### config.mk
export PLATFORM = sky130hd
export DESIGN_NAME = axi_lite_arbiter_2to1
export DESIGN_NICKNAME = d
export VERILOG_FILES = /design/src/rtl/axi_lite_arbiter_2to1.sv
export SDC_FILE = /design/constraint.sdc
export NUM_CORES = 1
export LEC_CHECK = 0
export CORE_AREA = 2 2 177 179
export CTS_CLUSTER_DIAMETER = 80
export DETAILED_ROUTE_END_ITERATION = 8
export DIE_AREA = 0 0 179 181
export GPL_ROUTABILITY_DRIVEN = 0
export GPL_TIMING_DRIVEN = 0
export SYNTH_ARGS = -nofsm -noshare
export SYNTH_HDL_FRONTEND = slang
export SYNTH_SLANG_ARGS = --single-unit
### constraint.sdc
create_clock -name aclk -period 2.7 [get_ports aclk]
set_input_delay 0.54 -clock aclk [delete_from_list [all_inputs] [get_ports aclk]]
set_output_delay 0.54 -clock aclk [all_outputs]
set_load 0.005 [all_outputs]
### src/rtl/axi_lite_arbiter_2to1.sv
// Two-master / one-slave AXI4-Lite arbiter with independent read and write paths.
// Define AXI_ARB_RR_EN for round-robin arbitration; otherwise m0 has fixed priority.
module axi_lite_arbiter_2to1 #(
    parameter int ADDR_W = 32,
    parameter int DATA_W = 32
) (
    input  logic                  aclk,
    input  logic                  aresetn,
    // master 0
    input  logic [ADDR_W-1:0]     i_m0_axi_awaddr,
    input  logic [2:0]            i_m0_axi_awprot,
    input  logic                  i_m0_axi_awvalid,
    output logic                  o_m0_axi_awready,
    input  logic [DATA_W-1:0]     i_m0_axi_wdata,
    input  logic [DATA_W/8-1:0]   i_m0_axi_wstrb,
    input  logic                  i_m0_axi_wvalid,
    output logic                  o_m0_axi_wready,
    output logic [1:0]            o_m0_axi_bresp,
    output logic                  o_m0_axi_bvalid,
    input  logic                  i_m0_axi_bready,
    input  logic [ADDR_W-1:0]     i_m0_axi_araddr,
    input  logic [2:0]            i_m0_axi_arprot,
    input  logic                  i_m0_axi_arvalid,
    output logic                  o_m0_axi_arready,
    output logic [DATA_W-1:0]     o_m0_axi_rdata,
    output logic [1:0]            o_m0_axi_rresp,
    output logic                  o_m0_axi_rvalid,
    input  logic                  i_m0_axi_rready,
    // master 1
    input  logic [ADDR_W-1:0]     i_m1_axi_awaddr,
    input  logic [2:0]            i_m1_axi_awprot,
    input  logic                  i_m1_axi_awvalid,
    output logic                  o_m1_axi_awready,
    input  logic [DATA_W-1:0]     i_m1_axi_wdata,
    input  logic [DATA_W/8-1:0]   i_m1_axi_wstrb,
    input  logic                  i_m1_axi_wvalid,
    output logic                  o_m1_axi_wready,
    output logic [1:0]            o_m1_axi_bresp,
    output logic                  o_m1_axi_bvalid,
    input  logic                  i_m1_axi_bready,
    input  logic [ADDR_W-1:0]     i_m1_axi_araddr,
    input  logic [2:0]            i_m1_axi_arprot,
    input  logic                  i_m1_axi_arvalid,
    output logic                  o_m1_axi_arready,
    output logic [DATA_W-1:0]     o_m1_axi_rdata,
    output logic [1:0]            o_m1_axi_rresp,
    output logic                  o_m1_axi_rvalid,
    input  logic                  i_m1_axi_rready,
    // downstream slave
    output logic [ADDR_W-1:0]     o_s_axi_awaddr,
    output logic [2:0]            o_s_axi_awprot,
    output logic                  o_s_axi_awvalid,
    input  logic                  i_s_axi_awready,
    output logic [DATA_W-1:0]     o_s_axi_wdata,
    output logic [DATA_W/8-1:0]   o_s_axi_wstrb,
    output logic                  o_s_axi_wvalid,
    input  logic                  i_s_axi_wready,
    input  logic [1:0]            i_s_axi_bresp,
    input  logic                  i_s_axi_bvalid,
    output logic                  o_s_axi_bready,
    output logic [ADDR_W-1:0]     o_s_axi_araddr,
    output logic [2:0]            o_s_axi_arprot,
    output logic                  o_s_axi_arvalid,
    input  logic                  i_s_axi_arready,
    input  logic [DATA_W-1:0]     i_s_axi_rdata,
    input  logic [1:0]            i_s_axi_rresp,
    input  logic                  i_s_axi_rvalid,
    output logic                  o_s_axi_rready
);

    typedef enum logic [1:0] {R_IDLE = 2'd0, R_ADDR = 2'd1, R_DATA = 2'd2} rd_state_t;
    typedef enum logic [1:0] {W_IDLE = 2'd0, W_ADDR = 2'd1, W_RESP = 2'd2} wr_state_t;

    rd_state_t r_rd_state;
    rd_state_t w_rd_state_nxt;
    wr_state_t r_wr_state;
    wr_state_t w_wr_state_nxt;
    logic      r_rgnt;
    logic      w_rgnt_nxt;
    logic      r_wgnt;
    logic      w_wgnt_nxt;
    logic      r_aw_done;
    logic      w_aw_done_nxt;
    logic      r_w_done;
    logic      w_w_done_nxt;

    logic      w_rreq;
    logic      w_wreq;
    logic      w_rwin;
    logic      w_wwin;
    logic      w_rd_addr;
    logic      w_rd_data;
    logic      w_wr_addr;
    logic      w_wr_resp;
    logic      w_ar_hs;
    logic      w_r_hs;
    logic      w_aw_hs;
    logic      w_w_hs;
    logic      w_b_hs;

    assign w_rreq = i_m0_axi_arvalid | i_m1_axi_arvalid;
    assign w_wreq = i_m0_axi_awvalid | i_m1_axi_awvalid;

`ifdef AXI_ARB_RR_EN
    logic r_rlast;
    logic r_wlast;

    // On contention the master not granted last time wins.
    assign w_rwin = i_m0_axi_arvalid ? (i_m1_axi_arvalid ? ~r_rlast : 1'b0) : 1'b1;
    assign w_wwin = i_m0_axi_awvalid ? (i_m1_axi_awvalid ? ~r_wlast : 1'b0) : 1'b1;

    // Last-grant pointers, one per path, refreshed on every grant.
    always_ff @(posedge aclk) begin
        if (!aresetn) begin
            r_rlast <= 1'b0;
            r_wlast <= 1'b0;
        end else begin
            if ((r_rd_state == R_IDLE) && w_rreq) begin
                r_rlast <= w_rwin;
            end
            if ((r_wr_state == W_IDLE) && w_wreq) begin
                r_wlast <= w_wwin;
            end
        end
    end
`else
    assign w_rwin = ~i_m0_axi_arvalid;
    assign w_wwin = ~i_m0_axi_awvalid;
`endif

    assign w_rd_addr = (r_rd_state == R_ADDR);
    assign w_rd_data = (r_rd_state == R_DATA);
    assign w_wr_addr = (r_wr_state == W_ADDR);
    assign w_wr_resp = (r_wr_state == W_RESP);

    // Read path forwarding
    assign o_s_axi_araddr   = r_rgnt ? i_m1_axi_araddr : i_m0_axi_araddr;
    assign o_s_axi_arprot   = r_rgnt ? i_m1_axi_arprot : i_m0_axi_arprot;
    assign o_s_axi_arvalid  = w_rd_addr & (r_rgnt ? i_m1_axi_arvalid : i_m0_axi_arvalid);
    assign o_m0_axi_arready = w_rd_addr & ~r_rgnt & i_s_axi_arready;
    assign o_m1_axi_arready = w_rd_addr &  r_rgnt & i_s_axi_arready;
    assign o_s_axi_rready   = w_rd_data & (r_rgnt ? i_m1_axi_rready : i_m0_axi_rready);
    assign o_m0_axi_rvalid  = w_rd_data & ~r_rgnt & i_s_axi_rvalid;
    assign o_m1_axi_rvalid  = w_rd_data &  r_rgnt & i_s_axi_rvalid;
    assign o_m0_axi_rdata   = i_s_axi_rdata;
    assign o_m1_axi_rdata   = i_s_axi_rdata;
    assign o_m0_axi_rresp   = i_s_axi_rresp;
    assign o_m1_axi_rresp   = i_s_axi_rresp;
    assign w_ar_hs          = o_s_axi_arvalid & i_s_axi_arready;
    assign w_r_hs           = i_s_axi_rvalid & o_s_axi_rready;

    // Write path forwarding; each channel's valid is masked once it has handshaken.
    assign o_s_axi_awaddr   = r_wgnt ? i_m1_axi_awaddr : i_m0_axi_awaddr;
    assign o_s_axi_awprot   = r_wgnt ? i_m1_axi_awprot : i_m0_axi_awprot;
    assign o_s_axi_wdata    = r_wgnt ? i_m1_axi_wdata  : i_m0_axi_wdata;
    assign o_s_axi_wstrb    = r_wgnt ? i_m1_axi_wstrb  : i_m0_axi_wstrb;
    assign o_s_axi_awvalid  = w_wr_addr & ~r_aw_done & (r_wgnt ? i_m1_axi_awvalid : i_m0_axi_awvalid);
    assign o_s_axi_wvalid   = w_wr_addr & ~r_w_done  & (r_wgnt ? i_m1_axi_wvalid  : i_m0_axi_wvalid);
    assign o_m0_axi_awready = w_wr_addr & ~r_aw_done & ~r_wgnt & i_s_axi_awready;
    assign o_m1_axi_awready = w_wr_addr & ~r_aw_done &  r_wgnt & i_s_axi_awready;
    assign o_m0_axi_wready  = w_wr_addr & ~r_w_done  & ~r_wgnt & i_s_axi_wready;
    assign o_m1_axi_wready  = w_wr_addr & ~r_w_done  &  r_wgnt & i_s_axi_wready;
    assign o_s_axi_bready   = w_wr_resp & (r_wgnt ? i_m1_axi_bready : i_m0_axi_bready);
    assign o_m0_axi_bvalid  = w_wr_resp & ~r_wgnt & i_s_axi_bvalid;
    assign o_m1_axi_bvalid  = w_wr_resp &  r_wgnt & i_s_axi_bvalid;
    assign o_m0_axi_bresp   = i_s_axi_bresp;
    assign o_m1_axi_bresp   = i_s_axi_bresp;
    assign w_aw_hs          = o_s_axi_awvalid & i_s_axi_awready;
    assign w_w_hs           = o_s_axi_wvalid & i_s_axi_wready;
    assign w_b_hs           = i_s_axi_bvalid & o_s_axi_bready;

    // Read FSM next-state and grant selection.
    always_comb begin
        w_rd_state_nxt = r_rd_state;
        w_rgnt_nxt     = r_rgnt;
        case (r_rd_state)
            R_IDLE: begin
                if (w_rreq) begin
                    w_rgnt_nxt     = w_rwin;
                    w_rd_state_nxt = R_ADDR;
                end else begin
                    w_rd_state_nxt = R_IDLE;
                end
            end
            R_ADDR: begin
                if (w_ar_hs) begin
                    w_rd_state_nxt = R_DATA;
                end else begin
                    w_rd_state_nxt = R_ADDR;
                end
            end
            R_DATA: begin
                if (w_r_hs) begin
                    w_rd_state_nxt = R_IDLE;
                end else begin
                    w_rd_state_nxt = R_DATA;
                end
            end
            default: begin
                w_rd_state_nxt = R_IDLE;
            end
        endcase
    end

    // Write FSM next-state, grant selection and AW/W completion tracking.
    always_comb begin
        w_wr_state_nxt = r_wr_state;
        w_wgnt_nxt     = r_wgnt;
        w_aw_done_nxt  = r_aw_done;
        w_w_done_nxt   = r_w_done;
        case (r_wr_state)
            W_IDLE: begin
                if (w_wreq) begin
                    w_wgnt_nxt     = w_wwin;
                    w_aw_done_nxt  = 1'b0;
                    w_w_done_nxt   = 1'b0;
                    w_wr_state_nxt = W_ADDR;
                end else begin
                    w_wr_state_nxt = W_IDLE;
                end
            end
            W_ADDR: begin
                w_aw_done_nxt = r_aw_done | w_aw_hs;
                w_w_done_nxt  = r_w_done | w_w_hs;
                if (w_aw_done_nxt && w_w_done_nxt) begin
                    w_wr_state_nxt = W_RESP;
                end else begin
                    w_wr_state_nxt = W_ADDR;
                end
            end
            W_RESP: begin
                if (w_b_hs) begin
                    w_wr_state_nxt = W_IDLE;
                end else begin
                    w_wr_state_nxt = W_RESP;
                end
            end
            default: begin
                w_wr_state_nxt = W_IDLE;
            end
        endcase
    end

    // State, grant and done-flag registers.
    always_ff @(posedge aclk) begin
        if (!aresetn) begin
            r_rd_state <= R_IDLE;
            r_wr_state <= W_IDLE;
            r_rgnt     <= 1'b0;
            r_wgnt     <= 1'b0;
            r_aw_done  <= 1'b0;
            r_w_done   <= 1'b0;
        end else begin
            r_rd_state <= w_rd_state_nxt;
            r_wr_state <= w_wr_state_nxt;
            r_rgnt     <= w_rgnt_nxt;
            r_wgnt     <= w_wgnt_nxt;
            r_aw_done  <= w_aw_done_nxt;
            r_w_done   <= w_w_done_nxt;
        end
    end

endmodule

==> key figures <==
Setup path
  • Critical Path Sink Type: primary output
  • Worst Path Required: 2160 ps
  • Crit path max fanout: 3
  • R2R Setup Slk: 1210 ps
  • CP Launch Type: primary input
  • CP cell instances: clkdlybuf4s50_1, mux2i_1, nor3_1, clkdlybuf4s50_1
  • Slowest stage cell, crit path: clkdlybuf4s50_1
  • Worst endpoint data arrival time: about 2000 ps
  • CP most frequent cell: clkdlybuf4s50_1
  • Crit path largest cell delay: 590 ps
  • WS Path Type: in -> out
  • Worst path bufs/invs: 2
  • Crit-path leading delay family: buffers and inverters

GRT
  • First-pass GRT wire length: 21400 um
  • Largest net degree at the start of global routing: 11
  • GRT Overall Usage: under 10%
  • Vias in the first global route: 3643
  • Initial antenna violation count: 2
  • Gr ovfl total: 0

Final layout
  • Nets@finish: 948
  • Share of cells above drive strength 1: between 20 and 30%
  • Design area: 7110 sq um
  • Area delta synth->final: 207%
  • Antenna cells: 0

Timing
  • Rel. slew slack: 75.3%
  • Worst-Margin Slew: 367 ps
  • Clock Skew: 2.67 ps
  • Final WS setup: 142 ps
  • Post-route setup TNS: 0 ps
  • Final period util: about 95%
  • Highest clock rate: 391 MHz
  • RSZ-0062 raised after global routing: no
  • Slew Limit Fails: 0
  • Worst Hold Slack: 534 ps
  • Final Hold Viols: 0
  • Final Setup Violations: 0
  • Minimum clock period: between 2000 and 3000 ps

Pwr
  • Leak pwr: between 0.002 and 0.003 uW
  • Max IR drop VDD: 0.135 mV
  • Power per Cell Area: roughly 220 nW/um^2
  • Total power: about 1500 uW

Route
  • Initial DRT Pass Iterations: 4
  • DR vias/cell: 3.19
  • Drt total wl: 15700 um
  • DR WL/cell: 14.6 um
  • Post-route DRC: 0
  • ANT nets after route: 0
  • Vias: around 3400
  • Number of DRC markers in iteration 0: 66

Die
  • Core area: 30300 sq um
  • Die area: 32400 sq um
  • Die W: 179 um
  • Initial Utilization: under 10%
  • Die Y: around 180 um
  • # rows: 64
  • # IOs: 458

Synthesis
  • Yosys warnings: 0
  • Post-Synthesis Cells: 258
  • Synthesis-stage register bit count: 8
  • Synthesized Nets: 523
  • Synth cell types: 26
  • Register area share after synthesis: 6.91%
  • Synth Area per Inst: 8.99 sq um
  • Post-Synthesis Cell Area: 2320 sq um

Clocking
  • CTS root buffer: clkbuf_16
  • Clk_lat worst skew: 230 ps
  • TritonCTS buffer count: 3
  • Reg clk slew, reported paths: 40 ps
  • CTS Buffer Depth: 2
  • Post CTS Setup Buffer Count: 0
  • TritonCTS clock tree: yes
  • # clock sinks: 8
  • Level count of the clock H-tree: 1

Outcome
  • Outcome: completed

Placement
  • Dpl hpwl: about 14000 um
  • Placed cell areas: 7030 sq um
  • Post-Place Worst Slack: ~46 ps
  • Port Buffers: 421

Flow run
  • Max_cap viols: 0

Min path
  • Hold WC Path Type: reg -> reg
state kept, by name (all words and copies together) (netlist names):
name,cells
r_rgnt,1
r_wgnt,1
r_wr_state,2
r_w_done,1
r_rd_state,2
r_aw_done,1
timing repair:
| item | 4_1_cts | 5_1_grt |
|---|---|---|
| pin swaps | 0 | 0 |
| gates resized for setup | 1 | 1 |
| hold buffers | 0 | 0 |
| setup endpoints to repair | 3 | 2 |
| cloned | 0 | 0 |
metrics by stage:
step / utilization (%) / std cells
finish: 23.4 / 1077
floorplan: - / 258
CTS: 23.4 / 1078
global route: 23.4 / 1077
global placement: 23.2 / 1075
detailed placement: 23.2 / 1075
layer usage:
metal	vias to the layer above	global-route usage (%)	part of all wire [%]
met5	-	0	0
met2	197	16.8	52
met4	0	0.293	0.29
met1	1551	9.91	38
li1	1682	-	-
met3	6	1.94	10
logic make-up (layout without fill, tap and decap cells):
| kind of cell | Yosys count | in the layout | share of synthesized area [%] |
|---|---|---|---|
| multiplexers | 111 | 111 | 53.6 |
| buffers and inverters | 96 | 519 | 28.1 |
| AND/OR/NAND/NOR | 29 | 29 | 6.69 |
| AO/OA/AOI/OAI | 14 | 14 | 4.70 |
| flip-flops | 8 | 8 | 6.91 |
report_power, final:
part / switching, uW / internal [uW] / leakage, uW / total, uW
sequential: 6.36 / 125 / 0.0000657 / 132
clock: 59.8 / 191 / 0.0000370 / 251
combinational: 315 / 838 / 0.00256 / 1150
path summary, 6_finish.rpt:
path	startpoint	end	depth (start not counted)
hold / removal	r_rd_state[1]	r_rd_state[0]	1
setup reg to reg	r_rgnt	r_rd_state[1]	5
hold reg to reg	r_rd_state[1]	r_rd_state[0]	1
setup / recovery	i_m0_axi_awvalid	o_s_axi_awvalid	4
layout make-up:
cell class | count | area, sq um
Tap cell | 396 | 495
Multi-Input combinational cell | 154 | 1510
Inverter | 9 | 33.8
Timing Repair Buffer | 421 | 4210
Sequential cell | 8 | 160
Buffer | 86 | 614
Clock buffer | 3 | 75.1
Fill cell | 3340 | 23200
cell usage after synthesis, drive strengths merged:
master | n | area [sq um]
o31ai | 1 | 7.51
clkbuf | 1 | 3.75
nand2b | 2 | 12.5
o21ai | 1 | 5.00
dfxtp | 8 | 160
inv | 9 | 33.8
o211ai | 1 | 7.51
nor3b | 1 | 7.51
nor2 | 9 | 33.8
nor4 | 2 | 12.5
a21oi | 3 | 15.0
mux2 | 106 | 1190
o41ai | 1 | 16.3
and3 | 1 | 6.26
a211oi | 3 | 22.5
nor4b | 2 | 17.5
or2 | 1 | 6.26
nand3b | 1 | 7.51
o31a | 3 | 26.3
mux2i | 5 | 50.1
nor3 | 5 | 25.0
buf | 86 | 613
nor2b | 3 | 18.8
nand2 | 2 | 7.51
o32ai | 1 | 8.76
cells in the final DEF, fill, tap and decap left out, types with 2 or more instances in the layout:
master,n
a211oi_1,3
a21oi_1,3
buf_2,11
buf_4,74
clkbuf_16,3
clkdlybuf4s50_1,421
dfxtp_1,8
inv_1,9
mux2_2,106
mux2i_1,5
nand2_1,2
nand2b_1,2
nor2_1,9
nor2b_1,3
nor3_1,5
nor4_1,2
o31a_1,3
Note: power is estimated with default switching activity, not from simulation.
